$ cat config.mk
export PLATFORM = sky130hd
export DESIGN_NAME = ack_bus_arbiter
export DESIGN_NICKNAME = d
export VERILOG_FILES = /design/src/rtl/noc_pkg.sv /design/src/rtl/rr_pick.sv /design/src/rtl/ack_bus_arbiter.sv
export SDC_FILE = /design/constraint.sdc
export NUM_CORES = 1
export LEC_CHECK = 0
export ABC_AREA = 1
export CAP_MARGIN = 40
export CORE_MARGIN = 1
export CORE_UTILIZATION = 52
export CTS_BUF_LIST = sky130_fd_sc_hd__clkbuf_8
export DETAILED_ROUTE_END_ITERATION = 12
export PLACE_DENSITY = 0.88
export SETUP_SLACK_MARGIN = 0.1
export SLEW_MARGIN = 20
export SYNTH_ARGS = -nofsm -noshare
export SYNTH_HDL_FRONTEND = slang
export SYNTH_HIERARCHICAL = 1
export SYNTH_SLANG_ARGS = --single-unit
$ cat constraint.sdc
create_clock -name clk -period 2.22 [get_ports clk]
set_input_delay 0.555 -clock clk [delete_from_list [all_inputs] [get_ports clk]]
set_output_delay 0.555 -clock clk [all_outputs]
set_load 0.01 [all_outputs]
$ cat src/rtl/noc_pkg.sv
// Shared NoC definitions: module ids, ack id width, command opcodes, arbiter state.
// Latency: n/a (declarations only).
// Backpressure: n/a.
//
// Contents:
//   ID_W                    width of a module / ack id
//   MEM, SHA, AES, CTRL     module ids, which are also the arbiter requester indices
//   RD_KEY .. HASH_OP       opcodes used on the command ports
//   arb_state_t             bus arbiter FSM states
package noc_pkg;

    localparam int ID_W = 2;

    localparam logic [ID_W-1:0] MEM  = 2'd0;
    localparam logic [ID_W-1:0] SHA  = 2'd1;
    localparam logic [ID_W-1:0] AES  = 2'd2;
    localparam logic [ID_W-1:0] CTRL = 2'd3;

    localparam logic [1:0] RD_KEY  = 2'd0;
    localparam logic [1:0] RD_TEXT = 2'd1;
    localparam logic [1:0] WR_RES  = 2'd2;
    localparam logic [1:0] HASH_OP = 2'd3;

    typedef enum logic {
        IDLE  = 1'b0,
        GRANT = 1'b1
    } arb_state_t;

endpackage

$ cat src/rtl/rr_pick.sv
// Round-robin pick: returns the first set request at or after ptr, wrapping around.
// Latency: combinational, zero cycles.
// Backpressure: none; the result is valid whenever any_req is high.
//
// Ports:
//   req      in   NUM_REQ  request vector
//   ptr      in   IDX_W    index that has the highest priority this round
//   win      out  IDX_W    selected index (equals ptr when nothing is requested)
//   any_req  out  1        at least one request bit is set
module rr_pick #(
    parameter int NUM_REQ = 4,
    parameter int IDX_W   = noc_pkg::ID_W
) (
    input  logic [NUM_REQ-1:0] req,
    input  logic [IDX_W-1:0]   ptr,
    output logic [IDX_W-1:0]   win,
    output logic               any_req
);

    logic [IDX_W-1:0] idx;

    // Walk the requests starting at ptr; the first hit locks the result.
    always_comb begin
        win     = ptr;
        any_req = 1'b0;
        idx     = '0;
        for (int i = 0; i < NUM_REQ; i++) begin
            idx = IDX_W'((int'(ptr) + i) % NUM_REQ);
            if (!any_req && req[idx]) begin
                any_req = 1'b1;
                win     = idx;
            end
        end
    end

endmodule

$ cat src/rtl/ack_bus_arbiter.sv
// Round-robin owner of the shared ack bus; registers the owner's ack and broadcasts it with its source id.
// Latency: grant 1 cycle after request in IDLE; ack broadcast 1 cycle after the owner's ack_send.
// Backpressure: no preemption; a grant ends on ack, request drop or timeout, then at least one IDLE cycle.
//
// Ports:
//   clk, rst        clock and asynchronous active-high reset
//   in_req          level request per requester (index = module id)
//   in_ack_send     1-cycle ack strobe per requester
//   in_ack_id       ack destination per requester, packed ID_W bits each
//   out_owned       one-hot ownership grant (zero when idle)
//   out_ack_valid   1-cycle broadcast strobe; out_ack_dest/out_ack_src hold otherwise
//   out_busy        a grant is active
//   out_timeout     1-cycle: grant revoked because no ack arrived in time
//   out_proto_err   1-cycle: ack_send seen from a requester that did not own the bus
module ack_bus_arbiter #(
    parameter int NUM_REQ = 4,
    parameter int ID_W    = 2,
    parameter int TIMEOUT = 16
) (
    input  logic                    clk,
    input  logic                    rst,
    input  logic [NUM_REQ-1:0]      in_req,
    input  logic [NUM_REQ-1:0]      in_ack_send,
    input  logic [NUM_REQ*ID_W-1:0] in_ack_id,
    output logic [NUM_REQ-1:0]      out_owned,
    output logic                    out_ack_valid,
    output logic [ID_W-1:0]         out_ack_dest,
    output logic [ID_W-1:0]         out_ack_src,
    output logic                    out_busy,
    output logic                    out_timeout,
    output logic                    out_proto_err
);

    import noc_pkg::*;

    localparam int TMR_W = $clog2(TIMEOUT);
    localparam logic [TMR_W-1:0] TMR_LAST = TMR_W'(TIMEOUT - 1);

    arb_state_t          state_q, state_d;
    logic [ID_W-1:0]     win_q, win_d;
    logic [ID_W-1:0]     ptr_q, ptr_d;
    logic [TMR_W-1:0]    timer_q, timer_d;
    logic [NUM_REQ-1:0]  owned_d;
    logic                busy_d;
    logic                ack_valid_d;
    logic [ID_W-1:0]     ack_dest_d;
    logic [ID_W-1:0]     ack_src_d;
    logic                timeout_d;
    logic                proto_err_d;

    logic [ID_W-1:0]     pick_win;
    logic                pick_any;
    logic                release_grant;

    rr_pick #(
        .NUM_REQ (NUM_REQ),
        .IDX_W   (ID_W)
    ) u_pick (
        .req     (in_req),
        .ptr     (ptr_q),
        .win     (pick_win),
        .any_req (pick_any)
    );

    always_comb begin
        state_d       = state_q;
        win_d         = win_q;
        ptr_d         = ptr_q;
        timer_d       = timer_q;
        owned_d       = out_owned;
        busy_d        = out_busy;
        ack_valid_d   = 1'b0;
        ack_dest_d    = out_ack_dest;
        ack_src_d     = out_ack_src;
        timeout_d     = 1'b0;
        proto_err_d   = 1'b0;
        release_grant = 1'b0;

        case (state_q)
            IDLE: begin
                timer_d     = '0;
                // Nobody owns the bus, so any ack strobe is a protocol error.
                proto_err_d = |in_ack_send;
                if (pick_any) begin
                    state_d = GRANT;
                    win_d   = pick_win;
                    owned_d = {{(NUM_REQ-1){1'b0}}, 1'b1} << pick_win;
                    busy_d  = 1'b1;
                end
            end
            GRANT: begin
                timer_d     = timer_q + TMR_W'(1);
                proto_err_d = |(in_ack_send & ~out_owned);
                // Ack beats request drop, which beats timeout.
                if (in_ack_send[win_q]) begin
                    release_grant = 1'b1;
                    ack_valid_d   = 1'b1;
                    ack_dest_d    = in_ack_id[int'(win_q)*ID_W +: ID_W];
                    ack_src_d     = win_q;
                end else if (!in_req[win_q]) begin
                    release_grant = 1'b1;
                end else if (timer_q == TMR_LAST) begin
                    release_grant = 1'b1;
                    timeout_d     = 1'b1;
                end
                if (release_grant) begin
                    state_d = IDLE;
                    owned_d = '0;
                    busy_d  = 1'b0;
                    timer_d = '0;
                    ptr_d   = (int'(win_q) == NUM_REQ - 1) ? '0 : win_q + ID_W'(1);
                end
            end
            default: begin
                state_d = IDLE;
                owned_d = '0;
                busy_d  = 1'b0;
            end
        endcase
    end

    always_ff @(posedge clk or posedge rst) begin
        if (rst) begin
            state_q       <= IDLE;
            win_q         <= '0;
            ptr_q         <= '0;
            timer_q       <= '0;
            out_owned     <= '0;
            out_busy      <= 1'b0;
            out_ack_valid <= 1'b0;
            out_ack_dest  <= '0;
            out_ack_src   <= '0;
            out_timeout   <= 1'b0;
            out_proto_err <= 1'b0;
        end else begin
            state_q       <= state_d;
            win_q         <= win_d;
            ptr_q         <= ptr_d;
            timer_q       <= timer_d;
            out_owned     <= owned_d;
            out_busy      <= busy_d;
            out_ack_valid <= ack_valid_d;
            out_ack_dest  <= ack_dest_d;
            out_ack_src   <= ack_src_d;
            out_timeout   <= timeout_d;
            out_proto_err <= proto_err_d;
        end
    end

endmodule

==> summary.txt, run 1 <==
Run status
  – Status: finished clean

Layout
  – Fraction of layout cells with a size suffix above 1: 13.0%
  – Fillers: 209
  – Area Growth Syn to Fin: 27.2%
  – Area occupied by multi-input gates: 713 µm²
  – Final Cell Area: 0.00170 mm²
  – Diode count: 0
  – Final #Nets: 237
  – Register area: 527 µm²

Worst setup path
  – Crit Path Max Fanout: 8
  – CP Buf/Inv Count: 2
  – WP data required: 2.43 ns
  – CP startpoint kind: input port
  – WS Path Type: in2reg
  – WP data arrival: 2.10 ns
  – CP top delay family: simple AND/OR/NAND/NOR gates
  – Critical path capture point type: flop
  – Critical path's largest stage delay: 0.46 ns
  – Slowest stage cell, crit path: clkdlybuf4s50_1
  – Crit path cell chain: clkdlybuf4s50_1 -> nand2_1 -> nand2_2 -> nand2_2 -> nand2_2 -> a21oi_2 -> nand3_1 -> nand2_1 -> buf_4 -> nand3_1 -> nand2_1

Die
  – Die area: 0.00278 mm²
  – Die height: 52.8 µm
  – Initial core utilization: 54.6%
  – Core ar.: 0.00245 mm²
  – Num ports: 30
  – Die width: 52.8 µm
  – FP Rows: 18

Clock network
  – H-Tree Level Count: 1
  – Root Driver: clkbuf_8
  – Max Buffers Root-to-Sink: 2
  – CTS-repair resized insts: 0
  – CTS Buf Count: 3
  – CTS Sinks: 21
  – Worst-path clk slew: 0.08 ns
  – CTS tree: done
  – Worst skew pair latency: 0.26 ns
  – Post-CTS Setup Inserts: 0
  – Hold-fix buffers at CTS: 0

Synth
  – #FFs+latches synth: 21
  – EDFF count, synth: 0
  – Post-synth top area share: 39.2%
  – Post-synth cell types: 24
  – Syn Inst Count: 185
  – Async set or reset register ratio after synthesis: 100%
  – Synthesized Nets: 205
  – Commonest cells in the netlist: nand2_1, dfrtp_1, nand3_1, inv_1, nor2_1
  – Top cell type by total area after synthesis: dfrtp_1
  – Mapped Area: 0.00134 mm²
  – Most numerous cell in the Yosys netlist: nand2_1
  – Sequential area share after synthesis: 39.2%
  – Top FF cell, synth: dfrtp_1
  – YS warnings: 6
  – Syn_area_per_cell: 7.24 µm²
  – Area contributors post-synth: dfrtp_1, nand2_1, nand3_1, inv_1, nand3_2

Detailed routing
  – Drt wl/cell: 12.0 µm
  – 1st-pass router iterations: 4
  – DRC viols: 0
  – Final wirelength: 2.95 mm
  – Total number of vias: 1275
  – Vias per cell: 5.18
  – Routed Antenna Nets: 0
  – Starting DRT DRC Count: 29

Timing
  – Setup Skew: 0.00418 ns
  – Worst slew margin: 71.1%
  – Fin crit share: 85.5%
  – Fmax: 527 MHz
  – Min Hold Slack: 0.470 ns
  – Final setup violation count: 0
  – RSZ-0062 raised after global routing: no
  – Final TNS setup: 0 ns
  – Final Hold Viols: 0
  – Slew @ Worst Pin: 0.434 ns
  – Post-layout min period: 1.90 ns
  – Max Slew Vio Count: 0

Job
  – Max cap viols: 0

Global routing
  – Vias in the first global route: 1215
  – Initial antenna violation count: 0
  – All-Layer GR Usage: 23.8%
  – First-pass GRT wire length: 4.97 mm
  – Gr ovfl total: 0
  – Largest net degree at the start of global routing: 22

Place
  – GPL Wtd Cong: 0.799
  – Buffers on Ports: 29
  – Hpwl dp: 2.14 mm
  – Placed Area: 0.00165 mm²

Pwr
  – Pleak: 0.000866 µW
  – Pwr Density: 1390 mW/mm²
  – VDD IR max: 1.03 mV

Worst hold path
  – Hold Path Class: reg2reg
-- worst paths after layout --
kind                                  from           end  slack, ns  cells after the start
min in group asynchronous              rst    timer_q[2]       0.63                      3
max in group asynchronous              rst      ptr_q[0]       1.36                      3
worst min-delay path            timer_q[0]    timer_q[0]       0.47                      1
worst max register to register    ptr_q[0]  out_owned[3]       0.41                     11
worst min register to register  timer_q[0]    timer_q[0]       0.47                      1
worst max-delay path             in_req[2]  out_owned[3]       0.32                     11
-- per-layer routing --
| layer | up-vias | GRT usage (%) | part of all wire (%) |
|---|---|---|---|
| li1 | 650 | - | - |
| met1 | 588 | 28.3 | 45 |
| met2 | 33 | 44.3 | 50 |
| met3 | 4 | 2.61 | 4.2 |
| met4 | 0 | 7.02 | 0.95 |
| met5 | - | 0 | 0 |
-- cells by family (layout without fill, tap and decap cells) --
family	after synthesis	count (layout)	share of synthesized area, %
buf+inv	24	55	8.12
fa+ha+maj	2	2	1.87
compound gates	16	16	6.82
simple gates	119	119	42.0
flops	21	21	39.2
xor+xnor	3	3	1.96
-- placed cells by master (no fill, tap or decap), types with 4 or more instances in the layout --
| master | count |
|---|---|
| inv_1 | 17 |
| nand3_1 | 20 |
| dfrtp_1 | 20 |
| o21ai_0 | 8 |
| nand3_2 | 4 |
| nand2_1 | 71 |
| nand2_2 | 5 |
| nor2_1 | 10 |
| clkdlybuf4s50_1 | 29 |
-- area by class of cell --
type                       count  share of cell area [%]
timing repair buffer          31                    17.9
inverter                      20                    4.41
multi-input combinational    140                    41.9
clock buffer                   3                    2.42
sequential                    21                    30.9
tap                           30                    2.20
clock inverter                 1                   0.294
-- metrics by stage --
stage | cells | setup slack [ns] | power (µW) | utilization [%]
after floorplan | 185 | 0.679 | 1720 | -
after global placement | 242 | 0.0353 | 2030 | 67.2
after detailed placement | 242 | 0.00923 | 2090 | 67.2
after CTS | 246 | 0.256 | 2340 | 69.1
after global routing | 246 | 0.154 | 2600 | 69.4
final | 246 | 0.321 | 2370 | 69.4
-- sequential cells by signal, indices dropped and copies added (netlist names) --
| signal | count |
|---|---|
| out_owned | 4 |
| out_proto_err | 1 |
| ptr_q | 2 |
| state_q | 1 |
| out_busy | 1 |
| out_ack_dest | 2 |
| out_ack_valid | 1 |
| out_ack_src | 2 |
| timer_q | 4 |
| out_timeout | 1 |
| win_q | 2 |
-- worst reg2reg max path, delay by kind of cell, from the launching register on --
kind | cells | cell delay, ns
AO/OA/AOI/OAI | 1 | 0.19
AND/OR/NAND/NOR | 8 | 0.74
buffers and inverters | 2 | 0.32
flip-flops | 1 | 0.51
-- power by group --
group | internal, µW | leakage [µW] | switching (µW) | total [µW]
Clock | 125 | 0.0000255 | 126 | 251
Sequential | 525 | 0.000263 | 185 | 709
Combinational | 562 | 0.000578 | 847 | 1410
Note: power is estimated with default switching activity, not from simulation.
==> run 2, diff against run 1 <==
--- a/config.mk
+++ b/config.mk
@@ -6,7 +6,7 @@
 export NUM_CORES = 1
 export LEC_CHECK = 0
 export ABC_AREA = 1
-export CAP_MARGIN = 40
+export CAP_MARGIN = 5
 export CORE_MARGIN = 1
 export CORE_UTILIZATION = 52
 export CTS_BUF_LIST = sky130_fd_sc_hd__clkbuf_8
==> results of run 2 <==
The final DEF is identical to that of run 1; final timing and power are the same.
==> run 3, diff against run 2 <==
--- a/config.mk
+++ b/config.mk
@@ -12,7 +12,7 @@
 export CTS_BUF_LIST = sky130_fd_sc_hd__clkbuf_8
 export DETAILED_ROUTE_END_ITERATION = 12
 export PLACE_DENSITY = 0.88
-export SETUP_SLACK_MARGIN = 0.1
+export SETUP_SLACK_MARGIN = 0.2
 export SLEW_MARGIN = 20
 export SYNTH_ARGS = -nofsm -noshare
 export SYNTH_HDL_FRONTEND = slang
==> summary.txt, run 3 (same netlist as run 1, synthesis figures left out) <==
Pwr
  – VDD IR max: 1.06 mV (was 1.03 mV)
  – Pleak: 0.000901 µW (was 0.000866 µW)
  – Pwr Density: 1410 mW/mm² (was 1390 mW/mm²)
  – Final Power: 2440 µW (was 2370 µW)

Timing
  – Final Hold Viols: 0 (unchanged)
  – Fin crit share: 85.6% (was 85.5%)
  – Fmax: 526 MHz (was 527 MHz)
  – Post-layout min period: 1.90 ns (about the same)
  – Slew @ Worst Pin: 0.425 ns (was 0.434 ns)
  – Max Slew Vio Count: 0 (unchanged)
  – Setup Skew: 0.00374 ns (was 0.00418 ns)
  – Final setup violation count: 0 (unchanged)
  – Worst slew margin: 71.7% (was 71.1%)
  – Final TNS setup: 0 ns (unchanged)
  – RSZ-0062 raised after global routing: no (unchanged)

Layout
  – Regs by FF count: out_owned (4), timer_q (4) (unchanged)
  – Diode count: 0 (unchanged)
  – Commonest non-fill, non-tap cell in the layout: nand2_1 (unchanged)
  – Fraction of layout cells with a size suffix above 1: 13.8% (was 13.0%)
  – Fillers: 204 (was 209)
  – Area Growth Syn to Fin: 29.2% (was 27.2%)
  – Final #Nets: 238 (was 237)
  – Highest-count cells in the layout ignoring fill and taps: nand2_1, clkdlybuf4s50_1, dfrtp_1 (was nand2_1, clkdlybuf4s50_1, nand3_1, dfrtp_1, inv_1)

Detailed routing
  – Routed Antenna Nets: 0 (unchanged)
  – Vias per cell: 5.27 (was 5.18)
  – DRC viols: 0 (unchanged)
  – Final wirelength: 3.03 mm (was 2.95 mm)
  – Drt wl/cell: 12.3 µm (was 12.0 µm)
  – 1st-pass router iterations: 4 (unchanged)
  – Starting DRT DRC Count: 48 (was 29)
  – Total number of vias: 1302 (was 1275)

Worst setup path
  – WP data arrival: 2.06 ns (was 2.10 ns)
  – WP data required: 2.38 ns (was 2.43 ns)
  – Crit Path Max Fanout: 4 (was 8)
  – CP startpoint kind: input port (unchanged)
  – Critical path capture point type: flop (unchanged)
  – WS Path Type: in2reg (unchanged)

Place
  – Hpwl dp: 2.14 mm (unchanged)
  – Buffers on Ports: 29 (unchanged)
  – GPL Wtd Cong: 0.799 (unchanged)

Clock network
  – CTS Buf Count: 3 (unchanged)
  – CTS tree: done (unchanged)
  – Max Buffers Root-to-Sink: 2 (unchanged)
  – Root Driver: clkbuf_8 (unchanged)
  – H-Tree Level Count: 1 (unchanged)
  – CTS Sinks: 21 (unchanged)
  – Worst skew pair latency: 0.26 ns (about the same)
  – Worst-path clk slew: 0.08 ns (about the same)
  – Hold-fix buffers at CTS: 0 (unchanged)

Global routing
  – Vias in the first global route: 1215 (unchanged)
  – All-Layer GR Usage: 23.8% (unchanged)
  – Gr ovfl total: 0 (unchanged)
  – First-pass GRT wire length: 4.97 mm (unchanged)
  – Initial antenna violation count: 0 (unchanged)
  – Largest net degree at the start of global routing: 22 (unchanged)

Worst hold path
  – Hold Path Class: reg2reg (unchanged)

Die
  – FP Rows: 18 (unchanged)
  – Num ports: 30 (unchanged)
  – Core ar.: 0.00245 mm² (unchanged)
  – Die area: 0.00278 mm² (unchanged)
  – Die width: 52.8 µm (unchanged)
  – Initial core utilization: 54.6% (unchanged)
  – Die height: 52.8 µm (unchanged)

Job
  – Max cap viols: 0 (unchanged)

Run status
  – Status: finished clean (unchanged)
## run 3: cell count changes in the layout (fill, tap and decap cells not counted), sizes merged
cell	change
dlymetal6s2s	+3
buf	+1
clkdlybuf4s50	-3
## run 3: area by class of cell
class	instances	area, µm²	share of cell area (%)
multi-input cells	140	726	41.9
repair buffers	32	320	18.5
clock buffers	3	41.3	2.38
flip-flops and latches	21	527	30.4
well taps	30	37.5	2.17
clock inverters	1	5.00	0.289
inverters	20	75.1	4.34
## run 3: metrics by stage
stage | instance area, µm² | utilization (%) | hold slack (ns) | worst slack (ns) | cells
floorplan | 1340 | - | 0.433 | 0.679 | 185
global placement | 1650 | 67.2 | 0.455 | 0.0353 | 242
detailed placement | 1650 | 67.2 | 0.466 | 0.00923 | 242
CTS | 1700 | 69.1 | 0.477 | 0.256 | 246
global route | 1730 | 70.5 | 0.495 | 0.158 | 247
finish | 1730 | 70.5 | 0.470 | 0.319 | 247
## run 3: critical path: stages
cell and delay (ns):
clkdlybuf4s50_1 0.52, nand2_1 0.08, nand2_2 0.09, nand2_2 0.07, nand2_2 0.11, nand2_1 0.08, xor2_1 0.14, nand2_1 0.07
o21ai_2 0.07, buf_4 0.14, nand3_1 0.08, nand2_1 0.05
## run 3: final timing paths
kind	slack, ns	cells past startpoint	startpoint	to
setup / recovery	0.32	12	in_req[3]	out_owned[1]
hold / removal	0.47	1	timer_q[0]	timer_q[0]
setup reg to reg	0.43	11	ptr_q[0]	out_owned[2]
hold reg to reg	0.47	1	timer_q[0]	timer_q[0]
max in group asynchronous	1.36	3	rst	ptr_q[0]
min in group asynchronous	0.63	3	rst	timer_q[2]
## run 3: metal layers
metal / routed length (µm) / global-route usage, % / up-vias
met3: 137 / 2.61 / 4
met4: 29 / 7.02 / 0
li1: - / - / 652
met1: 1340 / 28.3 / 608
met5: 0 / 0 / -
met2: 1520 / 44.3 / 38
## run 3: report_power, final
part | internal [µW] | total, µW | switching [µW]
clock | 125 | 251 | 126
sequential | 524 | 711 | 186
combinational | 601 | 1480 | 876
total | 1250 | 2440 | 1190
## run 3: timing repair
| action | CTS | global route |
|---|---|---|
| setup buffers | 0 | 1 |
| gates resized for setup | 0 | 9 |
| endpoints found under the hold margin | 0 | 0 |
| setup endpoints to repair | 0 | 8 |
